<file path="src/rtl/conv_enc_block_sched.sv">
// rtl/conv_enc_block_sched.sv - block scheduler feeding the convolutional encoder core
// Pops one meta byte per block, streams that block's data bytes under FIFO/afull throttle, then awaits enc_done.
module conv_enc_block_sched #(
  parameter int SMALL_BYTES  = 132,
  parameter int LARGE_BYTES  = 768,
  parameter int DONE_TIMEOUT = 4095
) (
  input  logic        clk,
  input  logic        reset,
  input  logic        blk_ready,
  input  logic        meta_empty,
  input  logic [7:0]  meta_q,
  output logic        meta_rdreq,
  input  logic        data_empty,
  input  logic [7:0]  data_q,
  output logic        data_rdreq,
  input  logic        out_afull,
  output logic        enc_start,
  output logic        enc_size,
  output logic [7:0]  enc_byte,
  output logic        enc_byte_valid,
  input  logic        enc_done,
  output logic        busy,
  output logic [9:0]  byte_count,
  output logic [15:0] blk_count,
  output logic        err_timeout
);

  localparam int TW = $clog2(DONE_TIMEOUT + 1);

  typedef enum logic [2:0] {
    IDLE, META_RD, META_LAT, START, FEED, WAIT_DONE
  } state_t;

  state_t        state, state_nx;
  logic [9:0]    target;
  logic [9:0]    issued;
  logic [TW-1:0] wait_cnt;
  logic          last_byte;
  logic          timeout_hit;

  assign last_byte   = enc_byte_valid && (byte_count == target - 10'd1);
  assign timeout_hit = (wait_cnt == TW'(DONE_TIMEOUT - 1));
  assign busy        = (state != IDLE);
  // Non-show-ahead FIFO: data_q is valid exactly on the cycle after the pop.
  assign enc_byte    = enc_byte_valid ? data_q : 8'h00;

  always_comb begin
    state_nx   = state;
    meta_rdreq = 1'b0;
    enc_start  = 1'b0;
    data_rdreq = 1'b0;
    case (state)
      IDLE:      if (blk_ready && !meta_empty) state_nx = META_RD;
      META_RD: begin
        meta_rdreq = 1'b1;
        state_nx   = META_LAT;
      end
      META_LAT:  state_nx = START;
      START: begin
        enc_start = 1'b1;
        state_nx  = FEED;
      end
      FEED: begin
        data_rdreq = !data_empty && !out_afull && (issued < target);
        if (last_byte) state_nx = WAIT_DONE;
      end
      WAIT_DONE: if (enc_done || timeout_hit) state_nx = IDLE;
      default:   state_nx = IDLE;
    endcase
  end

  always_ff @(posedge clk or posedge reset) begin
    if (reset) begin
      state          <= IDLE;
      enc_size       <= 1'b0;
      target         <= 10'd0;
      issued         <= 10'd0;
      byte_count     <= 10'd0;
      blk_count      <= 16'd0;
      err_timeout    <= 1'b0;
      wait_cnt       <= '0;
      enc_byte_valid <= 1'b0;
    end else begin
      state          <= state_nx;
      enc_byte_valid <= data_rdreq;
      if (state == META_LAT) begin
        enc_size <= meta_q[0];
        target   <= meta_q[0] ? 10'(LARGE_BYTES) : 10'(SMALL_BYTES);
      end
      if (state == START) begin
        issued     <= 10'd0;
        byte_count <= 10'd0;
      end else begin
        if (data_rdreq)     issued     <= issued + 10'd1;
        if (enc_byte_valid) byte_count <= byte_count + 10'd1;
      end
      // Timeout counter only runs while waiting for the encoder to finish.
      if (state == WAIT_DONE) wait_cnt <= wait_cnt + 1'b1;
      else                    wait_cnt <= '0;
      if (state == WAIT_DONE) begin
        if (enc_done)         blk_count   <= blk_count + 16'd1;
        else if (timeout_hit) err_timeout <= 1'b1;
      end
    end
  end

endmodule

</file>
<file path="config.mk">
export PLATFORM = sky130hd
export DESIGN_NAME = conv_enc_block_sched
export DESIGN_NICKNAME = d
export VERILOG_FILES = /design/src/rtl/conv_enc_block_sched.sv
export SDC_FILE = /design/constraint.sdc
export NUM_CORES = 1
export LEC_CHECK = 0
export CORE_AREA = 2 2 88 90
export CTS_CLUSTER_DIAMETER = 40
export DETAILED_ROUTE_END_ITERATION = 7
export DIE_AREA = 0 0 90 92
export PLACE_DENSITY = 0.67
export SLEW_MARGIN = 20
export SYNTH_ARGS = -nofsm -noshare
export SYNTH_HDL_FRONTEND = slang
export SYNTH_SLANG_ARGS = --single-unit
</file>
<file path="constraint.sdc">
create_clock -name clk -period 2.9 [get_ports clk]
set_clock_uncertainty 0.05 [all_clocks]
set_input_delay 0.58 -clock clk [delete_from_list [all_inputs] [get_ports clk]]
set_output_delay 0.58 -clock clk [all_outputs]
set_load 0.05 [all_outputs]
</file>
==> impl_results.md <==
* Status: completed
* Avg Inst Size Synth at 10.3 um2
* DRT Pass-1 Iters at 4
* FP Rows at 32
* Mapped Nets at 311
* Placed Instances at approximately 430
* CTS sink count at 55
* Die Ht at 92 um
* Hold buffer count at CTS at 0
* Input/output buffers at 56
* Post-CTS resize count at 0
* Final hold viol count at 0
* GPL Wtd Cong at just under 0.8
* Finished Layout Cells at between 400 and 500
* RSZ-0062 raised after global routing: no
* WP data required at between 2000 and 2500 ps
* Io pins at 64
* Worst slew pin tran at between 600 and 700 ps
* Vias per cell at ~5
* Hold Path Class: flop to flop
* Post-DP HPWL at roughly 4200 um
* Peak VDD IR at just over 500 uV
* Commonest non-fill, non-tap cell in the layout: dfrtp_1
* Seq pwr share at ~50%
* Initial antenna violation count at 0
* Ant diodes at 0
* Layout Nets at 370
* Setup TNS at 0 ps
* Avg WL per Cell at 13.5 um
* Clk_lat worst skew at around 310 ps
* Cts bufs inserted at 5
* Final ANT Viol Nets at 0
* Post-synthesis sequential element count at 55
* H-tree lvl count at 2
* Pwr/cell area at 505 nW/um2
* Vias at 2250
* Core Util, Final at slightly below 50%
* Largest net degree at the start of global routing at 30
* CP Data Arrival Time at around 2100 ps
* Grt total ovfl at 0
* Crit path max fanout at 7
* First-pass GRT wire length at 10100 um
* Startpoint Class: flop
* Initial Util at around 39%
* Most frequent cells in the layout: dfrtp_1, clkdlybuf4s50_1, nor2_1
* Die Area at ~8300 um2
* Final worst-path cycle share at between 90% and 100%
* Min cycle time layout at roughly 2700 ps
* Post-Synthesis Cells at roughly 280
* Max Fclk at 369 MHz
* Iter 0 DRT Violations at 53
* Async SR Flop Fraction at 100%
* Fillers at 719
* Switch Pwr at 0.658 mW
* Sw frac at between 30% and 40%
* Yosys cell types at 41
* Postcts setup bufs at 0
* Root Driver: clkbuf_8
* DP Worst Slack at about 260 ps
* Final wirelength at slightly below 6000 um
* Clock Path Buffers at 2
* EDFF count, synth at 0
* Internal power at around 1.2 mW
* Gr usage total at between 10 and 15%
* # setup viols final at 0
* Leak pwr at around 1.6 nW
* Core Region at between 7000 and 8000 um2
* CP endpoint kind: output pin
* Clock power share at 24.1%
* Drc violations at 0
* Final setup margin at ~190 ps
* Share of cells above drive strength 1 at about a tenth
* Top_reg_cell synth: dfrtp_1
* Post-Syn Area at roughly 2900 um2
* Area Growth Syn to Fin at 27.7%
* Post-synthesis sequential area ratio at between 40% and 50%
* Vias in the first global route at about 2100
* Number of max-cap violations at 0
* Combinational share of power at 26.2%
* YS warnings at 0
* Crit Path Category: flop to output pin
* Max-slew headroom at between 50% and 60%
* Die width at about 90 um
* Worst-path clk slew at 110 ps
* Pins Over Slew Limit at 0
* CTS tree: yes
==> cell type report <==
cell class	instances	area (um2)	share of cell area (%)
clock inverter	3	25.0	0.683
clock buffer	5	68.8	1.88
sequential	55	1380	37.6
multi-input combinational	208	1430	38.9
tap	102	128	3.48
timing repair buffer	62	618	16.9
inverter	6	22.5	0.615
==> power groups by stage <==
stage	Clock (mW)	Sequential, mW	Combinational [mW]
3_5_place_dp	0	0.933	0.481
3_3_place_gp	0	0.931	0.480
5_1_grt	0.484	0.939	0.524
6_report	0.446	0.919	0.484
2_1_floorplan	0	1.04	0.206
4_1_cts	0.457	0.919	0.484
==> kinds of logic after synthesis <==
logic type	count (synthesis)	share of synthesized area, %
AND/OR/NAND/NOR	130	25.2
flip-flops	55	48.0
XOR/XNOR	37	11.3
AO/OA/AOI/OAI	27	7.20
buffers and inverters	16	2.57
adder cells (fa/ha/maj)	9	3.93
multiplexers	5	1.83
==> state kept, by name, summed over array words and instances, names as in the netlist <==
name            count
blk_count          16
wait_cnt           12
byte_count         10
issued             10
state               3
target              2
enc_byte_valid      1
err_timeout         1
==> cells in the mapped netlist (3+ instances only) <==
library cell   n  area share, %
a21oi_1       11            1.9
and2_1         9            2.0
and3_1         6            1.3
and4_1         7            2.1
buf_2          5           0.87
clkbuf_1       4           0.52
dfrtp_1       55             48
ha_1           9            3.9
inv_1          6           0.79
mux2i_1        3            1.0
nand2_1       20            2.6
nand3_1       16            2.8
nand4_1       12            2.6
nor2_1        32            4.2
nor4_1         3           0.65
o21ai_0        3           0.52
o31ai_1        5            1.3
or3_1          3           0.65
or4_1          6            1.6
xnor2_1       20            6.1
xor2_1        17            5.2
==> critical path: stages (launching register included) <==
cell and delay [ps]:
dfrtp_1 390, inv_1 90, ha_1 360, a2111oi_4 400, o211ai_4 190, nor2_4 190
buf_12 150
==> per-stage QoR <==
stage | hold WS [ps] | total power, mW | area, um2
after global placement | 409 | 1.41 | 3550
after CTS | 434 | 1.86 | 3650
after global routing | 453 | 1.95 | 3660
after detailed placement | 418 | 1.41 | 3550
after floorplan | 419 | 1.25 | 2880
final | 429 | 1.85 | 3660
==> path summary, 6_finish.rpt <==
path / start / to / slack, ps / cells after the start
min in group asynchronous: reset / blk_count[10] / 600 / 2
hold / removal: blk_count[15] / blk_count[15] / 430 / 1
setup reg to reg: target[8] / issued[3] / 470 / 7
max in group asynchronous: reset / state[0] / 1640 / 3
hold reg to reg: blk_count[15] / blk_count[15] / 430 / 1
setup / recovery: target[8] / data_rdreq / 190 / 6
==> metal layers <==
layer / GRT usage, % / wire length, um / part of all wire, % / up-vias
met5: 0 / 0 / 0 / -
met4: 3.46 / 51 / 0.85 / 0
met3: 3.04 / 237 / 4.0 / 6
met2: 24.9 / 2970 / 50 / 44
met1: 19.6 / 2710 / 45 / 1094
li1: - / - / - / 1106
Note: power is estimated with default switching activity, not from simulation.
